**config.mk**
```make
export PLATFORM = sky130hd
export DESIGN_NAME = bus_mux_reg
export DESIGN_NICKNAME = d
export VERILOG_FILES = /design/src/rtl/bus_mux_reg.sv
export SDC_FILE = /design/constraint.sdc
export NUM_CORES = 1
export LEC_CHECK = 0
export BUFFER_PORTS_ARGS = -buffer_cell sky130_fd_sc_hd__buf_2
export CAP_MARGIN = 0
export CELL_PAD_IN_SITES_DETAIL_PLACEMENT = 1
export CELL_PAD_IN_SITES_GLOBAL_PLACEMENT = 1
export CORE_ASPECT_RATIO = 1.1
export CORE_MARGIN = 1.5
export CORE_UTILIZATION = 28
export DETAILED_ROUTE_END_ITERATION = 16
export GPL_TIMING_DRIVEN = 1
export PLACE_DENSITY = 0.88
export SETUP_SLACK_MARGIN = 0.2
export SYNTH_ARGS = -nofsm -noshare
export SYNTH_HDL_FRONTEND = slang
export SYNTH_SLANG_ARGS = --single-unit
```
**constraint.sdc**
```tcl
create_clock -name Clock -period 1.6 [get_ports Clock]
set_clock_uncertainty 0.15 [all_clocks]
set_input_delay 0 -clock Clock [delete_from_list [all_inputs] [get_ports Clock]]
set_output_delay 0 -clock Clock [all_outputs]
set_load 0.03 [all_outputs]
```
**src/rtl/bus_mux_reg.sv**
```systemverilog
// N-channel registered bus multiplexer with valid/stall capture and round-robin scan.
// Define BUS_MUX_REG_SELERR_EN to flag direct-mode selects at or beyond CHANNELS.
module bus_mux_reg #(
    parameter int  WIDTH    = 16,
    parameter int  CHANNELS = 4,
    localparam int SEL_W    = $clog2(CHANNELS)
) (
    input  logic                      Clock,
    input  logic                      Reset,
    input  logic [CHANNELS*WIDTH-1:0] Data,
    input  logic [SEL_W-1:0]          Sel,
    input  logic                      Mode,
    input  logic                      Load,
    input  logic                      Stall,
    output logic [WIDTH-1:0]          Q,
    output logic                      QValid,
    output logic [SEL_W-1:0]          QChan,
    output logic                      SelErr
);

    localparam int SLOTS = 1 << SEL_W;

    logic [WIDTH-1:0] chan_data [SLOTS];
    logic [SEL_W-1:0] sel_map   [SLOTS];

    // Select codes past the last channel alias onto channel 0, so the
    // non-detecting build needs no comparator to land on Data[0]/QChan=0.
    generate
        for (genvar gi = 0; gi < SLOTS; gi++) begin : g_slot
            if (gi < CHANNELS) begin : g_live
                assign chan_data[gi] = Data[gi*WIDTH +: WIDTH];
                assign sel_map[gi]   = SEL_W'(gi);
            end else begin : g_alias
                assign chan_data[gi] = Data[WIDTH-1:0];
                assign sel_map[gi]   = '0;
            end
        end
    endgenerate

    logic [WIDTH-1:0] q_reg;
    logic             q_valid_reg;
    logic [SEL_W-1:0] q_chan_reg;
    logic [SEL_W-1:0] ptr_reg;
    logic [SEL_W-1:0] ptr_next;
    logic [SEL_W-1:0] cap_idx;
    logic [WIDTH-1:0] cap_data;
    logic             sel_bad;

    always_comb begin
        cap_idx  = Mode ? ptr_reg : sel_map[Sel];
        cap_data = chan_data[cap_idx];
        ptr_next = (ptr_reg == SEL_W'(CHANNELS - 1)) ? '0 : ptr_reg + SEL_W'(1);
    end

`ifdef BUS_MUX_REG_SELERR_EN
    logic sel_err_reg;

    generate
        if (CHANNELS == SLOTS) begin : g_full
            assign sel_bad = 1'b0;
        end else begin : g_partial
            assign sel_bad = ~Mode & (Sel >= SEL_W'(CHANNELS));
        end
    endgenerate

    always_ff @(posedge Clock) begin
        if (Reset) begin
            sel_err_reg <= 1'b0;
        end else begin
            sel_err_reg <= ~Stall & Load & sel_bad;
        end
    end

    assign SelErr = sel_err_reg;
`else
    assign sel_bad = 1'b0;
    assign SelErr  = 1'b0;
`endif

    // Stall freezes everything; a rejected select holds Q/QChan but drops QValid.
    always_ff @(posedge Clock) begin
        if (Reset) begin
            q_reg       <= '0;
            q_valid_reg <= 1'b0;
            q_chan_reg  <= '0;
            ptr_reg     <= '0;
        end else if (!Stall) begin
            q_valid_reg <= 1'b0;
            if (Load && !sel_bad) begin
                q_reg       <= cap_data;
                q_chan_reg  <= cap_idx;
                q_valid_reg <= 1'b1;
                if (Mode) begin
                    ptr_reg <= ptr_next;
                end
            end
        end
    end

    assign Q      = q_reg;
    assign QValid = q_valid_reg;
    assign QChan  = q_chan_reg;

endmodule

```
After elaboration in Yosys (flattened, before gate mapping)
Index checks and enable logic that the tools add are counted.
{"block": "word_totals", "inputBits": 71, "output_inout_bits": 20, "ff_bits": 21}
{"block": "classes", "n_bitwise": 3, "magnitude_cmp": 2, "addsub": 1, "n_mux": 9, "n_reduce_logical": 2, "n_eq_ne": 1}
{"operator": "binary-select mux 16 bit (select 2 bit)", "count": 1}
{"operator": "2-to-1 mux 16 bit", "count": 2}
{"operator": "2-to-1 mux 2 bit", "count": 4}
{"operator": ">= comparator 3 bit (second input constant)", "count": 2}
{"operator": "inverter 2 -> 3 bit", "count": 2}
{"operator": "binary-select mux 2 bit (select 2 bit)", "count": 1}
{"operator": "AND reduction 3 bit", "count": 1}
{"operator": "adder 2 x 1 -> 2 bit (second input constant)", "count": 1}
{"operator": "== test 2 bit (second input constant)", "count": 1}
{"operator": "AND reduction 2 bit", "count": 1}
{"operator": "2-to-1 mux 1 bit", "count": 1}
{"operator": "inverter 1 bit", "count": 1}

Longest topological paths before layout
{"block": "logic_depth", "ltp_word": 9, "ltp_mapped": 7, "depth_no_buf": 4}

Worst setup path before layout
No wires, ideal clock.
{"block": "synth_path", "path_kind": "register to register", "start": "register ptr_reg[0]", "end": "register q_reg[11] (netlist: Q[11])", "path_stages_with_launch": 7, "setup_time_ps": 80, "t_arrival_ps": 1367, "setup_slack_ps": 3, "path_cell_list": "dfxtp_1 buf_2 clkbuf_1 nand2_1 a22o_1 a22o_1 a211oi_2"}
{"block": "synth_via", "elab_chain_cells": 5}
{"element": "from (decl)", "line": "43", "rtl": "logic [SEL_W-1:0] ptr_reg;"}
{"element": "from (signal assigned)", "line": "94", "rtl": "ptr_reg <= ptr_next;"}
{"element": "2-to-1 mux 2 bit", "line": "50", "rtl": "cap_idx = Mode ? ptr_reg : sel_map[Sel];"}
{"element": "inverter 2 -> 3 bit (implied by the code)", "line": "51", "rtl": "cap_data = chan_data[cap_idx];"}
{"element": "binary-select mux 16 bit (select 2 bit)", "line": "51"}
{"element": "2-to-1 mux 16 bit (implied by the code) (2 in series)", "line": "51"}
{"element": "to (signal assigned)", "line": "90", "rtl": "q_reg <= cap_data;"}
{"element": "to (decl)", "line": "40", "rtl": "logic [WIDTH-1:0] q_reg;"}
Every way passes these cells. The select of a mux whose other input is x is not followed.
A chain may end at the register's enable or synchronous reset.

Worst setup path in the final report
{"block": "layout_path", "start": "register ptr_reg[0]", "end": "register q_reg[12] (netlist: Q[12])"}
Same word-level chain as after synthesis.

==> impl_results.md <==
- Outcome: finished, violations left
- Violated checks: negative hold slack
- Avg Vias per Cell: 5.41
- All-layer global routing usage: a little under a quarter
- Root buffer selected by CTS: clkbuf_8
- Count of unique library cells instantiated by Yosys: 23
- Port buffer count: 89
- Post-synthesis sequential area ratio: 23.7%
- Maximum number of pins on one net before global-route repair: 22
- Tot Pwr: 1.65 mW
- DRC marker count from the first detailed-route iteration: 153
- Row Count: 30
- Startpoint kind of the worst setup timing path: flip-flop
- Share of cells above drive strength 1: approximately 39%
- Int Pwr: ~1.1 mW
- CTS tree: done
- Number of nets in the layout: 423
- Launching point of the worst reg2reg path: ptr_reg[0]
- Register-to-Register Path Depth: 5
- Portion of total power attributed to sequential cells: 35.3%
- Number of register bits inferred by synthesis: 21
- Placed cell count: 402
- Layout area overhead: 50.0%
- RSZ-0062 raised after global routing: yes
- Most common library cell in the layout ignoring fill and taps: buf_2
- Mean Syn Cell Area: 7.25 sq um
- Final Core Density: 43.3%
- Synthesized cell area: 1780 sq um
- Proportion of total power due to net switching: 36.3%
- Commonest cells after routing, fill and taps aside: buf_2, nand2_1, a22o_1, nor2b_1, dlygate4sd3_1
- Critical path arrival: roughly 1.6 ns
- Number of primary I/O pins: 91
- Number of maximum-capacitance constraint violations: 0
- Antenna violations before repair: 1
- Final worst hold slack: -0.000538 ns
- Final setup TNS: 0 ns
- Highest fanout seen on the critical path: 6
- Nature of the critical path endpoint: flip-flop
- Normalized max-slew margin: 62.3%
- Ratio of total power to cell area: 619 nW/um^2
- Crit path max-delay family: compound AO/OA/AOI/OAI gates
- Die boundary height: 86.5 microns
- Switching Power: 0.597 mW
- Bufs and invs on worst path: 1
- Clock slew at reported path FFs: 0.08 ns
- Final Critical Period: 1.52 ns
- Non-filler instance count after layout: ~430
- Critical path destination: Q[12]
- Slowest stage cell on the critical path: dfxtp_4
- Number of clock sinks seen by CTS: 21
- Wire length per cell after detailed routing: 19.6 microns
- Launch point of the worst path: ptr_reg[0]
- Global-route wire length before repair: ~13000 microns
- Maximum buffer depth of the clock tree: 2
- Routed vias: around 2300
- TritonCTS Buffers: 3
- Max stage delay on crit path: 0.39 ns
- Flip-flop count of the largest register, all copies and words added: 16
- Count of final hold-check violations: 1
- GRT overflow: 0
- Actual transition at the worst max-transition pin: 0.565 ns
- WP depth: 5
- Hold depth: 4
- Full die area: 6830 sq um
- Cell-by-cell listing of the critical path: mux2i_4 -> buf_6 -> nand2_2 -> a22o_1 -> a211oi_2
- CP Data Required Time: 1.62 ns
- Die W: 78.9 microns
- Final setup violating endpoints: 0
- Yosys warning total: 0
- Static leakage: ~1.2 nW
- Part of the cycle the worst path needs: 95.2%
- Gpl congestion: 0.868
- Maximum ir drop on the vdd rail: between 0.2 and 0.25 mV
- Synth Net Count: around 320
- Type of the tightest min-delay check: input port to flip-flop
- Remaining design rule violation count: 0
- Level count of the clock H-tree: 1
- Source-to-sink clock delay at the later pin of the worst-skew pair: 0.26 ns
- Core region area: 6160 sq um
- Sum of routed wire length over all layers: 8460 microns
- Via count of the first global-routing pass: approximately 2500
- Setup slack of the worst register-to-register path: 0.08 ns
- Worst setup path category: flip-flop to flip-flop
- Number of max-slew violations in the final report: 0
- Clk network pwr share: between 20% and 30%
- Effective utilization at floorplan: 28.8%
- Hpwl dp: 5200 microns
- Reg-to-reg critical path endpoint: Q[12]
- Max Fclk: about 0.66 GHz
- Count of TritonRoute iterations in the first routing pass: 4
- Synthesized instance count: 245
- Antenna Violating Nets Remaining: 0
- Share of power burned in combinational logic: 43.1%
==> power by group through the flow <==
stage                     registers [mW]  logic, mW  clock network (mW)
after floorplan                    0.653      0.327                   0
final                              0.581      0.711               0.356
after detailed placement           0.593      0.595                   0
after global routing               0.584      0.750               0.379
after global placement             0.591      0.571                   0
after CTS                          0.579      0.646               0.358
==> cells in the mapped netlist, drive strengths merged <==
| master | n | area [sq um] |
|---|---|---|
| buf | 17 | 118 |
| dfxtp | 21 | 420 |
| nand3 | 1 | 5.00 |
| nand2b | 1 | 6.26 |
| nor2b | 34 | 213 |
| or3 | 1 | 6.26 |
| a211oi | 18 | 185 |
| nor2 | 20 | 75.1 |
| a22o | 32 | 280 |
| mux2i | 1 | 22.5 |
| clkbuf | 8 | 31.3 |
| and2 | 1 | 8.76 |
| or2 | 1 | 6.26 |
| conb | 1 | 3.75 |
| nand2 | 67 | 251 |
| o22ai | 16 | 100 |
| ha | 1 | 12.5 |
| a21oi | 3 | 15.0 |
| mux2 | 1 | 15.0 |
==> routing by layer <==
metal  vias to the layer above  GRT usage, %  wire (microns)
li1                       1065             -               -
met1                      1118          29.3            3260
met5                         -             0               0
met4                         0          12.9             313
met3                        28          3.05             587
met2                       121          40.8            4290
==> stage by stage <==
step | hold WS [ns] | instance area, sq um | worst slack [ns]
after floorplan | -0.0772 | 1820 | 0.180
after global placement | 0.137 | 2300 | 0.123
after detailed placement | 0.169 | 2300 | 0.0486
after CTS | 0.0104 | 2590 | 0.129
after global routing | 0.00910 | 2660 | 0.0449
final | -0.000538 | 2660 | 0.0775
==> final cells by class <==
| type | instances | area (sq um) |
|---|---|---|
| fill | 801 | 3490 |
| clock buffer | 4 | 45.0 |
| sequential | 21 | 425 |
| multi-input combinational | 200 | 1280 |
| antenna | 1 | 2.50 |
| timing repair buffer | 125 | 808 |
| tap | 80 | 100 |
==> what timing repair did <==
item / 4_1_cts / 5_1_grt
gates cloned: 1 / 1
hold endpoints to repair: 13 / 0
setup endpoints to repair: 17 / 19
pin swaps: 0 / 2
buffers inserted: 1 / 0
hold buffers: 21 / 0
resized for setup: 3 / 17
==> cell families after synthesis <==
group	after synthesis	share of synthesized area, %
other	1	0.211
buffers and inverters	25	8.39
DFF	21	23.7
AOI/OAI and AO/OA	69	32.7
adders and majority gates	1	0.705
muxes	2	2.11
and+or+nand+nor	126	32.2
==> worst min-delay path by stage <==
stage,from,to,slack (ns)
final,Data[25],Q[9],-0.0005
after floorplan,Reset,Q[12],-0.08
after global placement,Stall,QValid,0.14
after global routing,Data[25],Q[9],0.009
after detailed placement,Stall,QValid,0.17
after CTS,Data[39],Q[7],0.01
==> worst register-to-register path, delay by kind of cell (launching register included) <==
family	cells	cell delay [ns]
AOI/OAI and AO/OA	2	0.46
DFF	1	0.39
muxes	1	0.22
buffers and inverters	1	0.17
and+or+nand+nor	1	0.06
(Power assumes the default switching activity.)
